===== config.mk =====
export PLATFORM = sky130hd
export DESIGN_NAME = exec_trace_buffer
export DESIGN_NICKNAME = d
export VERILOG_FILES = /design/src/rtl/exec_trace_buffer.sv
export SDC_FILE = /design/constraint.sdc
export NUM_CORES = 1
export LEC_CHECK = 0
export CAP_MARGIN = 20
export CORE_ASPECT_RATIO = 2
export CORE_MARGIN = 2
export CORE_UTILIZATION = 60
export CTS_CLUSTER_DIAMETER = 150
export DETAILED_ROUTE_END_ITERATION = 16
export PLACE_DENSITY = 0.79
export SLEW_MARGIN = 20
export SYNTH_ARGS = -nofsm -noshare
export SYNTH_HDL_FRONTEND = slang
export SYNTH_SLANG_ARGS = --single-unit

===== constraint.sdc =====
create_clock -name clk -period 4.2 [get_ports clk]
set_input_delay 1.05 -clock clk [delete_from_list [all_inputs] [get_ports clk]]
set_output_delay 1.05 -clock clk [all_outputs]
set_load 0.02 [all_outputs]

===== src/rtl/exec_trace_buffer.sv =====
// Execution trace buffer: samples {pc, result} on PC change into a show-ahead FIFO
// and flags the processor as halted once the PC sits still for STALL_LIMIT samples.
module exec_trace_buffer #(
    parameter int DEPTH       = 16,
    parameter int STALL_LIMIT = 8
) (
    input  logic                     clk,
    input  logic                     reset,
    input  logic                     capture_en,
    input  logic [15:0]              pc_in,
    input  logic [15:0]              result_in,
    output logic [31:0]              rd_data,
    output logic                     rd_valid,
    input  logic                     rd_ready,
    output logic [$clog2(DEPTH):0]   count,
    output logic [7:0]               overflow_cnt,
    output logic                     halted
);

    localparam int AW = $clog2(DEPTH);

    localparam logic [1:0] ST_IDLE   = 2'd0;
    localparam logic [1:0] ST_ARMED  = 2'd1;
    localparam logic [1:0] ST_HALTED = 2'd2;

    logic [1:0]    state_q, state_d;
    logic [15:0]   last_pc_q, last_pc_d;
    logic [7:0]    stall_q, stall_d;
    logic          halted_q, halted_d;
    logic [AW-1:0] wr_ptr_q, wr_ptr_d;
    logic [AW-1:0] rd_ptr_q, rd_ptr_d;
    logic [AW:0]   count_q, count_d;
    logic [7:0]    ovf_q, ovf_d;

    logic [31:0]   mem [DEPTH];

    logic sample;
    logic full;
    logic pop;
    logic push_ok;

    // Sampling / halt detection
    always_comb begin
        state_d   = state_q;
        last_pc_d = last_pc_q;
        stall_d   = stall_q;
        sample    = 1'b0;
        if (capture_en) begin
            if (state_q == ST_IDLE || pc_in != last_pc_q) begin
                sample    = 1'b1;
                last_pc_d = pc_in;
                stall_d   = 8'd0;
                state_d   = ST_ARMED;
            end else begin
                if (stall_q != 8'hFF) stall_d = stall_q + 8'd1;
                if (state_q == ST_ARMED && stall_d == STALL_LIMIT[7:0]) state_d = ST_HALTED;
            end
        end
        halted_d = (state_d == ST_HALTED);
    end

    // FIFO bookkeeping; a pop frees a slot in the same cycle, so full+pop still accepts
    always_comb begin
        full     = (count_q == (AW+1)'(DEPTH));
        pop      = (count_q != '0) && rd_ready;
        push_ok  = sample && (!full || pop);
        wr_ptr_d = push_ok ? wr_ptr_q + AW'(1) : wr_ptr_q;
        rd_ptr_d = pop ? rd_ptr_q + AW'(1) : rd_ptr_q;
        count_d  = count_q;
        if (push_ok && !pop)      count_d = count_q + (AW+1)'(1);
        else if (!push_ok && pop) count_d = count_q - (AW+1)'(1);
        ovf_d = ovf_q;
        if (sample && full && !pop && ovf_q != 8'hFF) ovf_d = ovf_q + 8'd1;
    end

    always_ff @(posedge clk or negedge reset) begin
        if (!reset) begin
            state_q   <= ST_IDLE;
            last_pc_q <= 16'd0;
            stall_q   <= 8'd0;
            halted_q  <= 1'b0;
            wr_ptr_q  <= '0;
            rd_ptr_q  <= '0;
            count_q   <= '0;
            ovf_q     <= 8'd0;
        end else begin
            state_q   <= state_d;
            last_pc_q <= last_pc_d;
            stall_q   <= stall_d;
            halted_q  <= halted_d;
            wr_ptr_q  <= wr_ptr_d;
            rd_ptr_q  <= rd_ptr_d;
            count_q   <= count_d;
            ovf_q     <= ovf_d;
        end
    end

    // Storage is not reset; stale contents are hidden by the rd_valid gate below
    always_ff @(posedge clk) begin
        if (push_ok) mem[wr_ptr_q] <= {pc_in, result_in};
    end

    assign rd_valid     = (count_q != '0);
    assign rd_data      = rd_valid ? mem[rd_ptr_q] : 32'd0;
    assign count        = count_q;
    assign overflow_cnt = ovf_q;
    assign halted       = halted_q;

endmodule


==> results.md, run 1 <==
- Register Area: 16600 µm²
- Worst slew pin tran: 0.873 ns
- GRT Overall Usage: 0.268
- Register area share after synthesis: 0.751
- Mapped Cells: 997
- Cell area after synthesis: 22100 µm²
- WS Path Type: reg -> out
- Comb power frac: 0.340
- Pin count of the biggest net entering global routing: 42
- Clk_lat worst skew: 0.57 ns
- Area growth, synth to finish: 15.5%
- Drt total wl: 50000 µm
- Unrepaired setup endpoints after global routing: false
- Final Max Slew Viols: 0
- Flop pwr share: 0.416
- Dpl cells: 1547
- HPWL Detailed: 26900 µm
- Area after DPL: 23900 µm²
- Number of hold buffers added after cts: 0
- Fin crit share: 0.983
- Xor/xnor share of the synthesized area: 0.0139
- Adder-Cell Fraction of Synth Area: 0.00771
- # Max-Cap Violations: 0
- Finished Layout Cells: 1637
- Worst slew margin: 0.418
- Worst Clk Skew: 0.0231 ns
- Total iterations of the first detailed-routing run: 5
- Synth unique cells: 42
- Crit-path max FO: 20
- CTS Root Cell: clkbuf_16
- Family with the most delay on the worst path: multiplexers
- CTS Buf Count: 46
- Switching Power: 4990 µW
- Crit start category: register
- CTS sink cnt: 560
- Post-synth top area share: 0.696
- Power per standard cell area: 660 nW/µm²
- Critical path buffers and inverters: 3
- EDFF count, synth: 512
- Final Setup Violations: 0
- Syn Nets: 1046
- Slowest Stage Delay on Critical Path: 0.54 ns
- Max Buffers Root-to-Sink: 3
- Cell taking the most area after synthesis: edfxtp_1
- Dominant cells by area after synthesis: edfxtp_1 (70%), mux4_2 (16%), dfrtp_1 (5.4%)
- Net Sw Frac: 0.297
- DR WL/cell: 30.5 µm
- Die W: 140 µm
- Clock share of power: 0.244
- Leakage: 0.00855 µW
- DIE HEIGHT: 275 µm
- DR DRC count: 0
- Top cells by count, synth: edfxtp_1 (512), mux4_2 (160), dfrtp_1 (48), and2_1 (39), xor2_1 (24)
- Final Cell Area: 25500 µm²
- Vias: 10900
- Ant. Diodes: 0
- Final nets: 1197
- CTS H-tree depth: 2
- Num ports: 83
- CP cell instances: buf_12, buf_12, mux4_2, mux4_2, and2_1, clkdlybuf4s50_1
- Via density: 6.64
- Status: complete, no violations
- Final Hold Viols: 0
- Post-Place Setup Slack: 0.0304 ns
- DR iter-0 viols: 1161
- Post-Synth Simple-Gate Area: 0.0317
- Critical path arrival: 3.08 ns
- CTS tree: built
- Peak supply drop: 0.504 mV
- Max Freq: 242 MHz
- Kind of end point of the critical path: output pin
- Post-DRT Antenna Nets: 0
- Synthesized flop and latch total: 560
- First-pass GRT wire length: 73900 µm
- P_int: 11800 µW
- PnR worst setup slack: 0.0727 ns
- Final Critical Period: 4.13 ns
- Compound-Gate Fraction of Synth Area: 0.00759
- Async SR Flop Fraction: 0.0857
- Final core occ: 0.700
- Filler cells: 2184
- Worst Hold Class: reg -> reg
- Slowest stage cell, crit path: mux4_2
- Row cnt: 99
- GR Overflow Total: 0
- Req. time, crit path: 3.15 ns
- Antenna violations before repair: 0
- Initial Utilization: 0.606
- Tot Pwr: 16800 µW
- Port bufs: 82
- Gpl congestion: 0.847
- Count leader, synth: edfxtp_1
- Layout cells sized above 1: 0.281
- Clock Pin Slew Worst Setup and Hold Paths: 0.07 ns
- Die ar.: 38400 µm²
- Vias in the first global route: 11600
- Combinational family with the most area after synthesis: multiplexers
- Post-synthesis mux area share: 0.174
- Area of the multi-input gates: 5200 µm²
- YS warnings: 0
- Main synth FF type: edfxtp_1
- Core ar.: 36400 µm²
- Avg Cell Area, Syn: 22.1 µm²
cell families (layout without fill, tap and decap cells):
kind of cell	after synthesis	count (layout)
and+or+nand+nor	121	121
buffers and inverters	61	247
AOI/OAI and AO/OA	26	26
adders and majority gates	13	13
muxes	181	181
DFF	560	560
xor gates and xnor gates	35	35
per-stage QoR:
stage	hold slack, ns	TNS [ns]
finish	0.517	0
global route	0.536	0
CTS	0.521	-0.0277
detailed placement	0.506	0
global placement	0.495	0
floorplan	0.485	0
metal layers:
metal | GRT usage | wire [µm] | vias up
met5 | 0 | 0 | -
met4 | 0.121 | 2260 | 0
met3 | 0.0366 | 3840 | 137
met2 | 0.479 | 27200 | 656
met1 | 0.329 | 16700 | 5648
li1 | - | - | 4428
power by group through the flow:
| stage | clock, µW | combinational [µW] | sequential (µW) |
|---|---|---|---|
| floorplan | 0 | 3730 | 6970 |
| global placement | 0 | 5510 | 7100 |
| detailed placement | 0 | 5590 | 7150 |
| CTS | 4150 | 5780 | 6990 |
| global route | 4340 | 6030 | 7030 |
| finish | 4110 | 5720 | 7000 |
flip-flops by register name (all words and copies together) (netlist names):
| name | flops |
|---|---|
| stall_q | 8 |
| rd_ptr_q | 4 |
| mem | 512 |
| halted | 1 |
| wr_ptr_q | 4 |
| state_q | 2 |
| overflow_cnt | 8 |
| last_pc_q | 16 |
| count | 5 |
final timing paths:
kind	cells past startpoint	to	from	slack, ns
min reg2reg	1	overflow_cnt[7]	overflow_cnt[7]	0.52
max reg2reg	13	count[4]	last_pc_q[2]	1.15
max	6	rd_data[17]	rd_ptr_q[0]	0.07
min in group asynchronous	1	stall_q[1]	reset	0.60
min	1	overflow_cnt[7]	overflow_cnt[7]	0.52
max in group asynchronous	2	last_pc_q[8]	reset	2.93
placed cells by master, fill, tap and decap left out, types with 6 or more instances in the layout:
master / count
ha_1: 12
nor2_1: 8
dlygate4sd2_1: 16
mux4_2: 160
clkbuf_1: 13
mux2_2: 13
a21oi_1: 10
clkdlybuf4s50_1: 55
nand2_1: 12
and2_1: 35
dlymetal6s2s_1: 10
nor4_1: 7
clkbuf_16: 47
buf_4: 47
edfxtp_1: 512
inv_1: 11
o21ai_0: 6
xnor2_1: 11
and3_1: 6
dfrtp_1: 44
clkinv_1: 7
clkinv_2: 6
and3_2: 12
buf_12: 19
nand3_1: 15
mux2_1: 6
xor2_1: 24
cell type report:
type,instances,area share
Clock inverter,22,0.00677
Inverter,11,0.00162
Multi-Input combinational cell,376,0.204
Tap cell,454,0.0223
Sequential cell,560,0.651
Timing Repair Buffer,153,0.0661
Clock buffer,61,0.0486
what timing repair did:
action	in CTS	in global routing
buffers inserted	5	0
endpoints found under the setup margin	32	11
gates resized for setup	23	11
endpoints found under the hold margin	0	0
gates cloned	2	0
No activity file was read; power rests on OpenSTA's default activity.
==> run 2, diff against run 1 <==
CORE_UTILIZATION = 30   (was 60)
PLACE_DENSITY = 0.45   (was 0.79)
SKIP_CTS_REPAIR_TIMING = 1   (was not set)
==> results.md, run 2 (synthesized netlist as in run 1, its figures left out) <==
- Unrepaired setup endpoints after global routing: false
- DIE HEIGHT: 388 µm
- Req. time, crit path: 3.15 ns
- Status: complete, no violations
- Antenna violations before repair: 0
- Slowest Stage Delay on Critical Path: 0.54 ns
- Via density: 4.87
- Pin count of the biggest net entering global routing: 39
- Peak supply drop: 0.382 mV
- Vias in the first global route: 11500
- Finished Layout Cells: 2132
- Num ports: 83
- Worst slew margin: 0.589
- CTS H-tree depth: 2
- Post-DRT Antenna Nets: 0
- Max Freq: 243 MHz
- WHS: 0.436 ns
- CP cell instances: buf_12, buf_16, mux4_2, mux4_2, and2_1, clkdlybuf4s50_1
- CTS Root Cell: clkbuf_16
- Final Max Slew Viols: 0
- Max FFs per register: 512
- DR WL/cell: 26.0 µm
- WS Path Type: reg -> out
- Row cnt: 140
- Worst Hold Class: in -> async
- HPWL Detailed: 31600 µm
- Cell mode on critical path: mux4_2
- Layout cells sized above 1: 0.294
- Final nets: 1220
- Final Critical Period: 4.12 ns
- Ant. Diodes: 0
- Most frequent cells in the layout: edfxtp_1 (512), mux4_2 (160), clkbuf_16 (54)
- Fin crit share: 0.981
- Clock Pin Slew Worst Setup and Hold Paths: 0.07 ns
- Die ar.: 75900 µm²
- Commonest non-fill, non-tap cell in the layout: edfxtp_1
- Final Setup Violations: 0
- CTS Buf Count: 50
- First-pass GRT wire length: 79400 µm
- Critical path buffers and inverters: 3
- Initial Utilization: 0.303
- Critical path arrival: 3.07 ns
- Family with the most delay on the worst path: multiplexers
- GR Overflow Total: 0
- Vias: 10400
- Worst Clk Skew: 0.0188 ns
- Port bufs: 82
- Total iterations of the first detailed-routing run: 4
- Die W: 196 µm
- Crit-path max FO: 11
- Kind of end point of the critical path: output pin
- Worst slew pin tran: 0.614 ns
- Crit start category: register
- Drt total wl: 55400 µm
- Biggest regs: mem x512, last_pc_q x16
- CTS tree: built
- Area growth, synth to finish: 20.6%
- GRT Overall Usage: 0.146
- Dpl cells: 2030
- CTS sink cnt: 560
- Slowest stage cell, crit path: clkdlybuf4s50_1
- Final Hold Viols: 0
- Clk_lat worst skew: 0.60 ns
- Gpl congestion: 0.727
- Top reg by flops: mem
- Core ar.: 72900 µm²
- DR DRC count: 0
- Filler cells: 6737
- Power per standard cell area: 661 nW/µm²
- # Max-Cap Violations: 0
- Max Buffers Root-to-Sink: 3
- Leakage: 0.00893 µW
- DR iter-0 viols: 710
[run 2: changes by cell type in the layout (fill, tap and decap cells not counted), sizes merged, moves of 3 or more]
| cell | before | now |
|---|---|---|
| clkbuf | 61 | 64 |
| dlymetal6s2s | 10 | 28 |
| clkinv | 14 | 22 |
| dlygate4sd2 | 16 | 0 |
| clkinvlp | 4 | 0 |
| buf | 70 | 87 |
[run 2: stage by stage]
stage | total power [µW] | util | setup TNS [ns] | setup WS, ns | instance area (µm²)
2_1_floorplan | 10700 | - | 0 | 0.504 | 22100
3_3_place_gp | 13100 | 0.339 | -0.00696 | -0.00696 | 24700
3_5_place_dp | 13100 | 0.339 | -0.0311 | -0.0311 | 24700
4_1_cts | 17700 | 0.361 | -6.15 | -0.307 | 26300
5_1_grt | 18400 | 0.365 | 0 | 0.00100 | 26600
6_report | 17600 | 0.365 | 0 | 0.0811 | 26600
[run 2: layout make-up]
| type | instances | area, µm² | area share |
|---|---|---|---|
| sequential | 560 | 16600 | 0.623 |
| multi-input combinational | 376 | 5200 | 0.195 |
| clock buffer | 60 | 1310 | 0.0492 |
| timing repair buffer | 172 | 2070 | 0.0776 |
| inverter | 11 | 41.3 | 0.00155 |
| clock inverter | 30 | 272 | 0.0102 |
| tap | 923 | 1150 | 0.0434 |
[run 2: worst paths after layout]
| check | from | end | slack, ns | cells past startpoint |
|---|---|---|---|---|
| worst max register to register | count[0] | count[4] | 1.14 | 13 |
| worst min register to register | last_pc_q[12] | last_pc_q[12] | 0.51 | 1 |
| max in group asynchronous | reset | last_pc_q[13] | 3.16 | 2 |
| worst max-delay path | rd_ptr_q[0] | rd_data[3] | 0.08 | 6 |
| min in group clk | last_pc_q[12] | last_pc_q[12] | 0.51 | 1 |
| worst min-delay path | reset | last_pc_q[6] | 0.44 | 1 |
[run 2: power by group]
part	total [µW]	leakage (µW)	switching [µW]	internal, µW
Sequential	6970	0.00522	284	6680
Clock	4540	0.000775	2060	2480
Combinational	6100	0.00294	2940	3160
[run 2: metal layers]
metal  track usage  vias up  wire length, µm
li1              -     4465                -
met1         0.172     5670            21600
met2         0.274      182            30800
met3        0.0170       65             1520
met4        0.0452        0             1460
met5             0        -                0
[run 2: worst reg2reg max path, cell delays in order (launching register included)]
cell and delay [ns]:
dfrtp_1 0.45, nor4_1 0.49, nand2b_2 0.08, buf_4 0.31, nand2_1 0.28, ha_1 0.25
inv_1 0.07, buf_4 0.14, ha_1 0.20, a21o_1 0.15, a21oi_1 0.18, xnor2_1 0.14
nor2_1 0.06, xor2_1 0.14
==> run 3, diff against run 2 <==
clock period = 4.9 ns   (was 4.2 ns; I/O delays follow)
==> results.md, run 3 (synthesized netlist as in run 1, its figures left out) <==
- Max Buffers Root-to-Sink: 3
- Vias: 10300
- Critical path buffers and inverters: 2
- Port bufs: 82
- CP cell instances: buf_4, mux4_2, mux4_2, and2_1, clkdlybuf4s50_1
- Post-Place Setup Slack: 0.359 ns
- Unrepaired setup endpoints after global routing: false
- GR Overflow Total: 0
- Gpl congestion: 0.719
- Layout cells sized above 1: 0.273
- Initial Utilization: 0.303
- Final Hold Viols: 0
- CTS Root Cell: clkbuf_16
- Final Critical Period: 4.73 ns
- Vias in the first global route: 11600
- Biggest regs: mem x512, last_pc_q x16
- Worst slew pin tran: 0.795 ns
- # Max-Cap Violations: 0
- Final core occ: 0.358
- CTS tree: built
- Kind of end point of the critical path: output pin
- Clock Pin Slew Worst Setup and Hold Paths: 0.07 ns
- WS Path Type: reg -> out
- Most frequent cells in the layout: edfxtp_1 (512), mux4_2 (160), clkdlybuf4s50_1 (81)
- Status: complete, no violations
- Total iterations of the first detailed-routing run: 5
- Tot Pwr: 14800 µW
- Req. time, crit path: 3.67 ns
- Die W: 196 µm
- Core ar.: 72900 µm²
- Num ports: 83
- Die ar.: 75900 µm²
- Final nets: 1183
- Max FFs per register: 512
- Slowest stage cell, crit path: dfrtp_4
- First-pass GRT wire length: 80700 µm
- Critical path arrival: 3.51 ns
- Fin crit share: 0.966
- DR WL/cell: 26.3 µm
- CTS sink cnt: 560
- CTS H-tree depth: 2
- Commonest non-fill, non-tap cell in the layout: edfxtp_1
- Via density: 4.89
- GRT Overall Usage: 0.148
- Post-DRT Antenna Nets: 0
- Row cnt: 140
- Post-Route Setup TNS: 0 ns
- Max Freq: 211 MHz
- Family with the most delay on the worst path: multiplexers
- Final Max Slew Viols: 0
- Worst Clk Skew: 0.0311 ns
- Pin count of the biggest net entering global routing: 39
- Cell mode on critical path: mux4_2
- Leakage: 0.00841 µW
- Clk_lat worst skew: 0.60 ns
- Drt total wl: 55300 µm
- DR iter-0 viols: 697
- PnR worst setup slack: 0.166 ns
- DIE HEIGHT: 388 µm
- HPWL Detailed: 31800 µm
- Power per standard cell area: 569 nW/µm²
- Crit start category: register
- Crit-path max FO: 19
- Peak supply drop: 0.267 mV
- Worst slew margin: 0.470
- Final Setup Violations: 0
- Slowest Stage Delay on Critical Path: 0.73 ns
- DR DRC count: 0
- Worst Hold Class: reg -> reg
- Top reg by flops: mem
- Area growth, synth to finish: 18.1%
- Antenna violations before repair: 1
- CTS Buf Count: 50
[run 3: changes by cell type in the layout (fill, tap and decap cells not counted), moves of 3 or more]
cell	change
buf_12	-4
buf_16	-5
buf_4	-23
clkbuf_1	+3
clkbuf_8	+3
clkdlybuf4s50_1	+28
clkinv_4	-3
dlymetal6s2s_1	-28
[run 3: per-stage QoR]
step | std cells | hold WS (ns) | instance area, µm²
2_1_floorplan | 997 | 0.485 | 22100
3_5_place_dp | 2005 | 0.501 | 24500
3_3_place_gp | 2005 | 0.495 | 24500
5_1_grt | 2098 | 0.526 | 26100
6_report | 2099 | 0.513 | 26100
4_1_cts | 2098 | 0.518 | 26100
[run 3: path summary, 6_finish.rpt]
kind | start | to | slack, ns | cells after the start
max in group asynchronous | reset | rd_ptr_q[0] | 3.44 | 2
hold reg to reg | overflow_cnt[3] | overflow_cnt[3] | 0.51 | 1
setup reg to reg | count[1] | count[4] | 1.77 | 12
setup / recovery | rd_ptr_q[0] | rd_data[30] | 0.17 | 5
hold / removal | overflow_cnt[3] | overflow_cnt[3] | 0.51 | 1
min in group asynchronous | reset | last_pc_q[4] | 0.60 | 1
[run 3: final cells by class]
class / instances / area, µm²
Sequential cell: 560 / 16600
Inverter: 11 / 41.3
Multi-Input combinational cell: 376 / 5200
Clock inverter: 24 / 191
Tap cell: 923 / 1150
Antenna cell: 1 / 2.50
Timing Repair Buffer: 135 / 1500
Clock buffer: 69 / 1400
Fill cell: 6780 / 46800
[run 3: per-layer routing]
metal  part of all wire  wire [µm]  vias up  GRT usage
met1               0.39      21300     5586      0.170
li1                   -          -     4405          -
met4              0.026       1460        0     0.0470
met3              0.032       1790       72     0.0194
met5                  0          0        -          0
met2               0.56      30700      194      0.282
[run 3: worst reg2reg max path, cell delays in order, from the launching register on]
cell	delay (ns)
dfrtp_1	0.44
nor4_1	0.49
nand2b_2	0.08
buf_4	0.31
nand2_1	0.31
ha_1	0.28
inv_1	0.12
ha_1	0.30
a21o_1	0.19
a21oi_1	0.17
xnor2_1	0.14
nor2_1	0.06
xor2_1	0.14
[run 3: where the power goes]
group	switching [µW]	leakage, µW	internal (µW)
Clock	1760	0.000774	2120
Sequential	310	0.00522	5730
Combinational	2400	0.00241	2510
Total	4470	0.00841	10400
